$ cat src/rtl/stream_max_pkg.sv
// Shared types and defaults for the serial frame max/argmax tracker.
package stream_max_pkg;

    // Two-state frame controller: collecting samples, or holding a result.
    typedef enum logic {
        ACCUM = 1'b0,
        DONE  = 1'b1
    } state_e;

    localparam int DATA_W_DEF    = 4;
    localparam int FRAME_LEN_DEF = 4;

    // Index width for a frame of n samples; never narrower than one bit.
    function automatic int idx_w(input int n);
        int w;
        w = $clog2(n);
        return (w < 1) ? 1 : w;
    endfunction

endpackage

$ cat src/rtl/stream_max_tracker_max_cmp_upd.sv
// Combinational "take this sample?" decision for a running extreme.
// DIR_MAX=1 tracks a maximum (sample >= best), DIR_MAX=0 a minimum
// (sample <= best). Equality takes the new sample so ties resolve to the
// latest index. The first sample of a frame is always taken.
module max_cmp_upd #(
    parameter int DATA_W  = 4,
    parameter bit DIR_MAX = 1'b1
) (
    input  logic [DATA_W-1:0] i_sample,
    input  logic [DATA_W-1:0] i_best,
    input  logic              i_first,
    output logic              o_take
);

    logic w_better;

    if (DIR_MAX) begin : g_max
        assign w_better = (i_sample >= i_best);
    end else begin : g_min
        assign w_better = (i_sample <= i_best);
    end

    assign o_take = i_first | w_better;

endmodule

$ cat src/rtl/stream_max_tracker.sv
// Serial frame maximum / argmax tracker.
// Consumes FRAME_LEN unsigned samples per frame and reports the frame
// maximum and its 0-based position. Defining STREAM_MAX_TRACKER_MIN_EN adds
// out_min / out_min_idx, tracked alongside the maximum.
//
// Handshakes: a transfer happens on a rising clk edge where valid and ready
// are both high. valid must not depend on ready; once out_valid is high,
// out_max/out_idx (and min outputs) stay stable until the transfer.
// While a result is pending in_ready is low, so the producer stalls.
module stream_max_tracker
    import stream_max_pkg::*;
#(
    parameter  int DATA_W    = DATA_W_DEF,
    parameter  int FRAME_LEN = FRAME_LEN_DEF,
    localparam int IDX_W     = idx_w(FRAME_LEN)
) (
    input  logic              clk,
    input  logic              rst_n,
    input  logic              in_valid,
    output logic              in_ready,
    input  logic [DATA_W-1:0] in_data,
    output logic              out_valid,
    input  logic              out_ready,
    output logic [DATA_W-1:0] out_max,
    output logic [IDX_W-1:0]  out_idx,
`ifdef STREAM_MAX_TRACKER_MIN_EN
    output logic [DATA_W-1:0] out_min,
    output logic [IDX_W-1:0]  out_min_idx,
`endif
    output state_e            dbg_state
);

    if (FRAME_LEN < 2 || FRAME_LEN > 256) begin : g_bad_frame_len
        $error("stream_max_tracker: FRAME_LEN must be in 2..256");
    end

    localparam logic [IDX_W-1:0] LAST_IDX = IDX_W'(FRAME_LEN - 1);

    state_e            r_state;
    logic [IDX_W-1:0]  r_cnt;
    logic [DATA_W-1:0] r_max;
    logic [IDX_W-1:0]  r_idx;
    logic              r_out_valid;

    logic w_accept;
    logic w_first;
    logic w_last;
    logic w_take_max;

    // Ready only while collecting; forced low during reset.
    assign in_ready  = rst_n & (r_state == ACCUM);
    assign w_accept  = in_valid & in_ready;
    assign w_first   = (r_cnt == '0);
    assign w_last    = (r_cnt == LAST_IDX);

    assign out_valid = r_out_valid;
    assign out_max   = r_max;
    assign out_idx   = r_idx;
    assign dbg_state = r_state;

    max_cmp_upd #(
        .DATA_W  (DATA_W),
        .DIR_MAX (1'b1)
    ) u_max_cmp (
        .i_sample (in_data),
        .i_best   (r_max),
        .i_first  (w_first),
        .o_take   (w_take_max)
    );

    // Frame controller: counts accepted samples, updates the running max,
    // and holds the result until the consumer takes it.
    always_ff @(posedge clk or negedge rst_n) begin
        if (!rst_n) begin
            r_state     <= ACCUM;
            r_cnt       <= '0;
            r_max       <= '0;
            r_idx       <= '0;
            r_out_valid <= 1'b0;
        end else begin
            case (r_state)
                ACCUM: begin
                    if (w_accept) begin
                        if (w_take_max) begin
                            r_max <= in_data;
                            r_idx <= r_cnt;
                        end
                        if (w_last) begin
                            r_cnt       <= '0;
                            r_state     <= DONE;
                            r_out_valid <= 1'b1;
                        end else begin
                            r_cnt <= r_cnt + 1'b1;
                        end
                    end
                end
                DONE: begin
                    if (out_ready) begin
                        r_state     <= ACCUM;
                        r_out_valid <= 1'b0;
                    end
                end
                default: begin
                    r_state     <= ACCUM;
                    r_out_valid <= 1'b0;
                end
            endcase
        end
    end

`ifdef STREAM_MAX_TRACKER_MIN_EN
    logic [DATA_W-1:0] r_min;
    logic [IDX_W-1:0]  r_min_idx;
    logic              w_take_min;

    assign out_min     = r_min;
    assign out_min_idx = r_min_idx;

    max_cmp_upd #(
        .DATA_W  (DATA_W),
        .DIR_MAX (1'b0)
    ) u_min_cmp (
        .i_sample (in_data),
        .i_best   (r_min),
        .i_first  (w_first),
        .o_take   (w_take_min)
    );

    // Running minimum; only moves on accepted samples, so it is frozen in DONE.
    always_ff @(posedge clk or negedge rst_n) begin
        if (!rst_n) begin
            r_min     <= '0;
            r_min_idx <= '0;
        end else if (w_accept && w_take_min) begin
            r_min     <= in_data;
            r_min_idx <= r_cnt;
        end
    end
`endif

endmodule

$ cat config.mk
export PLATFORM = sky130hd
export DESIGN_NAME = stream_max_tracker
export DESIGN_NICKNAME = d
export VERILOG_FILES = /design/src/rtl/stream_max_pkg.sv /design/src/rtl/stream_max_tracker_max_cmp_upd.sv /design/src/rtl/stream_max_tracker.sv
export SDC_FILE = /design/constraint.sdc
export NUM_CORES = 1
export LEC_CHECK = 0
export BUFFER_PORTS_ARGS = -buffer_cell sky130_fd_sc_hd__buf_4
export CAP_MARGIN = 0
export CORE_ASPECT_RATIO = 0.8
export CORE_UTILIZATION = 35
export DETAILED_ROUTE_END_ITERATION = 12
export PLACE_DENSITY = 0.69
export SLEW_MARGIN = 5
export SYNTH_ARGS = -nofsm -noshare
export SYNTH_HDL_FRONTEND = slang
export SYNTH_SLANG_ARGS = --single-unit
$ cat constraint.sdc
create_clock -name clk -period 1.5 [get_ports clk]
set_clock_uncertainty 0.1 [all_clocks]
set_input_delay 0.225 -clock clk [delete_from_list [all_inputs] [get_ports clk]]
set_output_delay 0.225 -clock clk [all_outputs]
set_load 0.05 [all_outputs]
==> impl_results.md, run 1 <==
* Mapped Area at 701.9 sq um
* Vias in the first global route at between 600 and 700
* Critical Path RT at 1.55 ns
* CP Launch Type: flip-flop
* Worst VDD drop at 941.6 uV
* Nets at 123
* Relative slew slack at 76.50%
* Max cap viols at 0
* Switching share of total power at 47.85%
* DRT iter0 DRCs at 17
* Grt total ovfl at 0
* R2R cell count at 4
* Total power at 2204 uW
* Die width at 52.07 um
* Syn Nets at 88
* Most common cell in the synthesized netlist: nand3_1
* Number of routed nets with antenna violations at 0
* Critical path type: flip-flop to flip-flop
* Cell internal pwr at approximately 1100 uW
* Clk sinks at 10
* Via-per-instance ratio at 5.455
* Sequential fraction of the synthesis area at between 30% and 40%
* Largest net degree at the start of global routing at 11
* CP max-delay cell: dfrtp_2
* Fin. Hold Viols at 0
* Die height at between 40 and 50 um
* CTS root buf: clkbuf_4
* Worst-margin pin slew at 0.3525 ns
* RSZ-0062 raised after global routing: true
* Post-synth EDFFs at 0
* WL/cell at 13.65 um
* Comb pwr share at 66.9%
* CTS H-tree lvls at 1
* Final core occ at 54.96%
* Die footprint at around 2200 sq um
* CP Cell Sequence: ha_4 > or3b_4 > a32oi_1 > nand3_1
* Final WL at 1802 um
* Failing checks: negative setup slack
* Row cnt at 14
* Final setup margin at -0.1045 ns
* Leakage at ~0.0005 uW
* Yosys warns at 0
* Fmax at 623.2 MHz
* M1 WL at 900 um
* Mapped Cells at 74
* DRC violations left at 0
* Top sig layer: met4
* Post-route cell area at 1040 sq um
* Critical Path End Type: flip-flop
* WL met3 at about 110 um
* Drt first pass iters at 4
* Max Buffers Root-to-Sink at 2
* Critical-path maximum fanout at 6
* Worst-skew pair later-pin latency at 0.27 ns
* Top cell type's share of synthesized area at 35.65%
* Part of the power in the clock network at 11.3%
* Core area at between 1500 and 2000 sq um
* Post-synth cell types at 19
* Prevailing post-synth register cell: dfrtp_1
* Clk slew on worst S/H paths at 0.07 ns
* Seq pwr share at around 22%
* Final setup fails at 6
* IO Port Bufs at 16
* Initial Util at around 37%
* Tmin final at 1.604 ns
* Final Max Slew Viols at 0
* Commonest cells in the netlist: nand3_1 (12), dfrtp_1 (10), inv_1 (7), o211ai_1 (7)
* Register bit count reported by yosys at 10
* Layout cells sized above 1 at 41.67%
* WL met2 at 773 um
* Synth area leaders: dfrtp_1 (36%), ha_1 (11%), and4b_1 (8.6%)
* Fin crit share at 107.0%
* First-pass GRT wire length at roughly 2900 um
* DR vias at between 700 and 800
* Final HPWL DP at about 1300 um
* Switching pwr at approximately 1100 uW
* Placed inst area at 962.2 sq um
* Initial antenna violation count at 0
* Yosys top cell by area: dfrtp_1
* Total track usage at 18.84%
* PD cells at 2120 nW/um^2
* Crit path DAT at between 1.5 and 2 ns
* Mean Syn Cell Area at 9.485 sq um
* Worst hold-check path type: input port to flip-flop
* Pre-CTS WS at -0.1572 ns
* Worst hold path stage count at 2
* Layout area overhead at 48.13%
* Async SR Flop Fraction at 100.0%
* TritonCTS clock tree: done
* Ports at 17
* Highest cell delay on the worst timing path at around 0.43 ns
* CTS Buf Count at 3
* Outcome: finished, violations left
* Diode count at 0
* GP Congestion at 0.8700
[flip-flops by register name (all words and copies together), names as in the netlist]
register and cells:
out_max 4, out_idx 2, r_cnt 2, dbg_state 1, out_valid 1
[power groups by stage]
stage / clock network, uW / registers (uW) / logic, uW
4_1_cts: 262 / 478 / 1450
6_report: 250 / 479 / 1480
5_1_grt: 275 / 489 / 1600
3_3_place_gp: 0 / 483 / 1400
3_5_place_dp: 0 / 484 / 1430
2_1_floorplan: 0 / 849 / 552
[metrics by stage]
stage / TNS (ns) / instances / hold WS, ns
6_report: -0.4018 / 132 / 0.03832
2_1_floorplan: -1.462 / 74 / -0.1706
4_1_cts: -0.4526 / 130 / 0.03097
3_3_place_gp: -0.7593 / 124 / -0.04063
3_5_place_dp: -0.8230 / 124 / -0.03959
5_1_grt: -0.5668 / 132 / 0.03935
[final cells by class]
type                            count  area, sq um
Clock buffer                        4        36.28
Fill cell                         171        852.1
Inverter                            7        26.28
Multi-Input combinational cell     54        435.4
Sequential cell                    10        255.2
Tap cell                           24        30.03
Timing Repair Buffer               33        256.5
[critical path: cells and delay by family, from the launching register on]
kind	cells	cell delay [ns]
adder cells (fa/ha/maj)	1	0.22
AO/OA/AOI/OAI	1	0.23
flip-flops	1	0.43
AND/OR/NAND/NOR	2	0.51
[cell usage in the layout, fill, tap and decap left out]
cell type / instances
nor2b_4: 1
and4b_1: 6
dlygate4sd3_1: 2
ha_4: 1
ha_1: 4
buf_4: 30
nand3_1: 12
buf_6: 1
or3b_4: 1
and3b_1: 1
nor3b_1: 1
o211a_1: 1
o21ai_0: 3
clkbuf_8: 1
ha_2: 1
nand2_1: 5
a211oi_2: 1
nand3b_1: 1
dfrtp_1: 6
or3_1: 1
inv_1: 6
o211ai_1: 7
clkbuf_4: 3
dfrtp_2: 4
a32oi_1: 6
inv_2: 1
a211o_1: 1
[timing repair]
| action | 4_1_cts | 5_1_grt |
|---|---|---|
| setup endpoints to repair | 6 | 7 |
| hold buffers | 2 | 0 |
| pin swaps | 10 | 6 |
| gates resized for setup | 1 | 1 |
| endpoints found under the hold margin | 10 | 0 |
| buffers inserted | 0 | 2 |
[kinds of logic after synthesis]
family	share of synthesized area, %
AO/OA/AOI/OAI	21.57
buffers and inverters	5.882
flip-flops	35.65
AND/OR/NAND/NOR	26.21
adder cells (fa/ha/maj)	10.69
[routing by layer]
layer	track usage, %	vias up
met5	0	-
met4	10.81	0
met3	3.623	2
met1	28.28	333
li1	-	359
met2	24.62	26
[worst paths after layout]
check                           start         end  slack [ns]
setup / recovery           out_max[0]  out_idx[0]       -0.10
hold / removal              out_ready   dbg_state        0.04
setup reg to reg           out_max[0]  out_idx[0]       -0.10
hold reg to reg             out_valid   out_valid        0.37
max in group asynchronous       rst_n  out_max[0]        0.68
min in group asynchronous       rst_n  out_max[2]        0.31
(Power assumes the default switching activity.)
==> run 2, diff against run 1 <==
--- a/config.mk
+++ b/config.mk
@@ -5,12 +5,12 @@
 export SDC_FILE = /design/constraint.sdc
 export NUM_CORES = 1
 export LEC_CHECK = 0
-export BUFFER_PORTS_ARGS = -buffer_cell sky130_fd_sc_hd__buf_4
 export CAP_MARGIN = 0
 export CORE_ASPECT_RATIO = 0.8
 export CORE_UTILIZATION = 35
 export DETAILED_ROUTE_END_ITERATION = 12
-export PLACE_DENSITY = 0.69
+export DONT_BUFFER_PORTS = 1
+export PLACE_DENSITY = 0.62
 export SLEW_MARGIN = 5
 export SYNTH_ARGS = -nofsm -noshare
 export SYNTH_HDL_FRONTEND = slang
==> impl_results.md, run 2 (synthesized netlist as in run 1, its figures left out) <==
* Outcome: finished, violations left
* Failing checks: negative setup slack
* Drt first pass iters at 4
* Critical path type: flip-flop to flip-flop
* Fin. Hold Viols at 0
* Post-route cell area at 958.4 sq um
* Die width at 52.07 um
* CP Launch Type: flip-flop
* Leakage at 0.0004275 uW
* Critical Path RT at 1.55 ns
* Final WL at 1814 um
* Worst VDD drop at 1292 uV
* Total track usage at about a fifth
* WHS at between 0.002 and 0.0025 ns
* Worst-skew pair later-pin latency at 0.26 ns
* Final setup margin at -0.09400 ns
* Largest register FFs at 4
* Most common library cell in the layout ignoring fill and taps: buf_4
* Die height at 42.06 um
* Diode count at 0
* Placed inst area at 834.6 sq um
* Max cap viols at 0
* WL/cell at 15.50 um
* Via-per-instance ratio at just under 6
* Fin crit share at 106.3%
* Clk slew on worst S/H paths at ~0.080 ns
* Initial Util at 37.10%
* Fmax at roughly 630 MHz
* Final setup fails at 6
* Critical Path End Type: flip-flop
* Nets at 108
* Final HPWL DP at 1293 um
* Ports at 17
* Layout cells sized above 1 at 34.41%
* CTS root buf: clkbuf_4
* DRC violations left at 0
* Grt total ovfl at 0
* Max Buffers Root-to-Sink at 2
* PD cells at 2212 nW/um^2
* Tmin final at 1.594 ns
* Critical-path maximum fanout at 6
* Row cnt at 14
* Worst-margin pin slew at 0.4867 ns
* Layout area overhead at 36.54%
* Final Max Slew Viols at 0
* Crit path DAT at 1.64 ns
* DR vias at 696
* Worst hold-check path type: input port to flip-flop
* IO Port Bufs at 0
* Commonest non-fill, non-tap cells in the layout: buf_4 (14), nand3_1 (12), o211ai_1 (7)
* Number of routed nets with antenna violations at 0
* TritonCTS clock tree: done
* DRT iter0 DRCs at 14
* Clk sinks at 10
* Die footprint at 2190 sq um
* Largest net degree at the start of global routing at 11
* First-pass GRT wire length at a little over 3000 um
* Initial antenna violation count at 0
* CTS H-tree lvls at 1
* Core area at 1892 sq um
* Vias in the first global route at 655
* CTS Buf Count at 3
* GP Congestion at 0.8027
* Relative slew slack at 67.45%
* Fill cells at 186
* RSZ-0062 raised after global routing: true
-- run 2: power breakdown --
group | leakage, uW | switching [uW] | internal, uW
Combinational | 0.000295 | 799 | 527
Clock | 0.0000210 | 107 | 147
Sequential | 0.000112 | 139 | 401
Total | 0.000428 | 1050 | 1080
-- run 2: layout make-up --
| cell class | instances | area, sq um | area share, % |
|---|---|---|---|
| Inverter | 7 | 26.28 | 2.742 |
| Tap cell | 24 | 30.03 | 3.133 |
| Timing Repair Buffer | 18 | 155.1 | 16.19 |
| Multi-Input combinational cell | 54 | 455.4 | 47.52 |
| Clock buffer | 4 | 36.28 | 3.786 |
| Sequential cell | 10 | 255.2 | 26.63 |
-- run 2: stage by stage --
stage	setup TNS, ns	cells	setup slack [ns]	utilization (%)	power (uW)
global route	-0.8011	117	-0.1574	50.66	2274
CTS	-0.4424	117	-0.09105	49.40	2079
global placement	-0.9892	107	-0.1787	44.11	1733
detailed placement	-1.136	107	-0.1989	44.11	1761
floorplan	-1.462	74	-0.2461	-	1401
finish	-0.4543	117	-0.09400	50.66	2120
-- run 2: worst paths after layout --
path | startpoint | to | slack, ns | cells after the start
max in group asynchronous | rst_n | dbg_state | 0.69 | 1
max | out_max[0] | out_idx[0] | -0.09 | 4
min | in_data[2] | out_max[2] | 0.002 | 2
min reg2reg | out_idx[1] | out_idx[1] | 0.44 | 2
min in group asynchronous | rst_n | out_max[2] | 0.25 | 1
max reg2reg | out_max[0] | out_idx[0] | -0.09 | 4
-- run 2: worst max-delay path: stages, from the launching register on --
cell     delay (ns)
dfrtp_2        0.43
ha_4           0.22
or3b_4         0.41
a32oi_1        0.21
nand3_1        0.10
-- run 2: per-layer routing --
metal / routed length, um / track usage, % / up-vias
met2: 827 / 27.44 / 25
met5: 0 / 0 / -
met1: 841 / 26.15 / 336
li1: - / - / 329
met3: 110 / 4.710 / 6
met4: 34 / 9.189 / 0
-- run 2: repair_timing --
action | 4_1_cts | 5_1_grt
pin swaps | 8 | 9
resized for setup | 3 | 4
endpoints found under the hold margin | 12 | 0
hold buffers | 3 | 0
setup buffers | 3 | 0
endpoints found under the setup margin | 7 | 7
==> run 3, diff against run 2 <==
--- a/config.mk
+++ b/config.mk
@@ -5,12 +5,13 @@
 export SDC_FILE = /design/constraint.sdc
 export NUM_CORES = 1
 export LEC_CHECK = 0
+export ABC_AREA = 1
 export CAP_MARGIN = 0
-export CORE_ASPECT_RATIO = 0.8
-export CORE_UTILIZATION = 35
+export CORE_AREA = 2 2 39 41
 export DETAILED_ROUTE_END_ITERATION = 12
+export DIE_AREA = 0 0 41 43
 export DONT_BUFFER_PORTS = 1
-export PLACE_DENSITY = 0.62
+export PLACE_DENSITY = 0.71
 export SLEW_MARGIN = 5
 export SYNTH_ARGS = -nofsm -noshare
 export SYNTH_HDL_FRONTEND = slang
==> impl_results.md, run 3 <==
* Die height at ~43 um
* Ports at 17
* Crit path DAT at 1.51 ns
* Via-per-instance ratio at roughly 4.8
* Initial Util at 41.50%
* R2R cell count at 10
* Clk slew on worst S/H paths at 0.07 ns
* Syn Nets at 83
* Tmin final at 1.453 ns
* Number of routed nets with antenna violations at 0
* Mapped Area at approximately 570 sq um
* Prevailing post-synth register cell: dfrtp_1
* Most common library cell in the layout ignoring fill and taps: nand2_1
* Fmax at ~690 MHz
* DRT iter0 DRCs at 13
* TritonCTS clock tree: done
* Drt first pass iters at 4
* Mean Syn Cell Area at 8.323 sq um
* Post-route cell area at 750.7 sq um
* Synth area leaders: dfrtp_1 (44%), nand2_1 (16%), ha_1 (13%)
* Row cnt at 14
* Outcome: finished, final reports clean
* Critical Path End Type: flip-flop
* Max Buffers Root-to-Sink at 2
* Core area at between 1000 and 1500 sq um
* Critical path type: flip-flop to flip-flop
* WL/cell at 11.85 um
* CTS root buf: clkbuf_4
* Nets at 98
* Largest net degree at the start of global routing at 13
* Final core occ at a little over half
* Final setup fails at 0
* CP Launch Type: flip-flop
* Leakage at 0.0003998 uW
* Placed Cells at 90
* Clk sinks at 10
* Die footprint at 1763 sq um
* Worst r2r src: out_max[0]
* Die width at 41 um
* Critical path launch point: out_max[0]
* Vias in the first global route at 469
* First-pass GRT wire length at 1904 um
* Top cell type's share of synthesized area at 43.57%
* DR vias at 475
* Worst-margin pin slew at 0.4931 ns
* Fin. Hold Viols at 0
* Total track usage at 16.58%
* Worst hold-check path type: input port to flip-flop
* GP Congestion at about 0.86
* Yosys top cell by area: dfrtp_1
* Worst hold path stage count at 2
* Commonest non-fill, non-tap cells in the layout: nand2_1 (19), inv_1 (10), nand2_2 (6), nand3_1 (6), dfrtp_1 (6)
* Final HPWL DP at around 820 um
* Critical Path RT at 1.55 ns
* Max cap viols at 0
* Reg2reg setup slack at 0.05 ns
* Grt total ovfl at 0
* CTS Buf Count at 3
* Hold wc startpoint: in_data[3]
* Layout area overhead at 30.72%
* Layout cells sized above 1 at roughly a third
* Sequential fraction of the synthesis area at 43.57%
* Async SR Flop Fraction at 100.0%
* Crit Reg-Reg Endpoint: out_idx[0]
* CTS H-tree lvls at 1
* Final WL at 1173 um
* Largest register FFs at 4
* WHS at 0.005914 ns
* GR peak layer: met2
* Most common cell in the synthesized netlist: nand2_1
* Final Max Slew Viols at 0
* Diode count at 0
* M3 GR Usage at 4.712%
* RSZ-0062 raised after global routing: true
* Critical-path maximum fanout at 7
* Met1 Usage GRT at a little under a fifth
* Commonest cells in the netlist: nand2_1 (24), inv_1 (11), dfrtp_1 (10)
* Register bit count reported by yosys at 10
* Relative slew slack at 67.13%
* Placed inst area at 661.9 sq um
* IO Port Bufs at 0
* Fin crit share at 96.89%
* DRC violations left at 0
* Hold Crit Endpoint: out_max[3]
* Global Route met2 Usage at 25.94%
* Mapped Cells at 69
* Non-Filler Instances at 99
* Post-synth EDFFs at 0
* PD cells at 2213 nW/um^2
* Post-CTS setup buffer count at 0
* Yosys warns at 0
* Worst-skew pair later-pin latency at between 0.2 and 0.3 ns
* Initial antenna violation count at 0
* Worst VDD drop at 790.5 uV
* Post-synth cell types at 13
==> run 3: cell type report <==
class	instances	area, sq um
sequential	10	255.2
clock buffer	4	26.28
inverter	12	45.04
tap	16	20.02
fill	135	633.1
timing repair buffer	11	107.6
multi-input combinational	46	296.5
==> run 3: routing by layer <==
layer	part of all wire (%)	vias up
li1	-	240
met1	40	212
met2	52	16
met3	4.3	7
met4	3.2	0
met5	0	-
==> run 3: logic make-up after synthesis <==
| logic type | synth area share (%) |
|---|---|
| simple gates | 28.98 |
| buf+inv | 10.46 |
| flops | 43.57 |
| fa+ha+maj | 13.07 |
| compound gates | 3.921 |
==> run 3: worst max path at each step <==
stage	to	slack, ns	cells past startpoint
floorplan	out_idx[0]	0.007	10
global placement	out_idx[1]	0.10	10
detailed placement	out_idx[1]	0.05	10
CTS	out_idx[0]	0.04	10
global route	out_idx[0]	-0.03	10
finish	out_idx[0]	0.05	10
==> run 3: power by group <==
group | internal [uW] | total (uW) | switching (uW) | leakage, uW
Clock | 103 | 196 | 93.4 | 0.0000150
Sequential | 397 | 626 | 228 | 0.000121
Combinational | 293 | 839 | 546 | 0.000264
Total | 793 | 1660 | 868 | 0.000400
==> run 3: what timing repair did <==
item / 4_1_cts / 5_1_grt
hold buffers: 5 / 0
endpoints found under the hold margin: 14 / 0
setup endpoints to repair: 0 / 6
gates resized for setup: 0 / 6
==> run 3: per-stage QoR <==
stage / worst slack [ns] / setup TNS (ns) / total power [uW]
floorplan: 0.006990 / 0 / 1224
global placement: 0.1033 / 0 / 1394
detailed placement: 0.04851 / 0 / 1419
finish: 0.04663 / 0 / 1661
CTS: 0.03588 / 0 / 1633
global route: -0.03291 / -0.1341 / 1802
==> run 3: critical path, stage by stage, from the launching register on <==
cell and delay, ns:
dfrtp_2 0.42, ha_4 0.26, inv_2 0.03, nand2_2 0.05
nand2_2 0.05, nand2_2 0.06, nand2_2 0.06, nand2_4 0.10
nand2_4 0.08, nand2_1 0.06, nand2_1 0.05
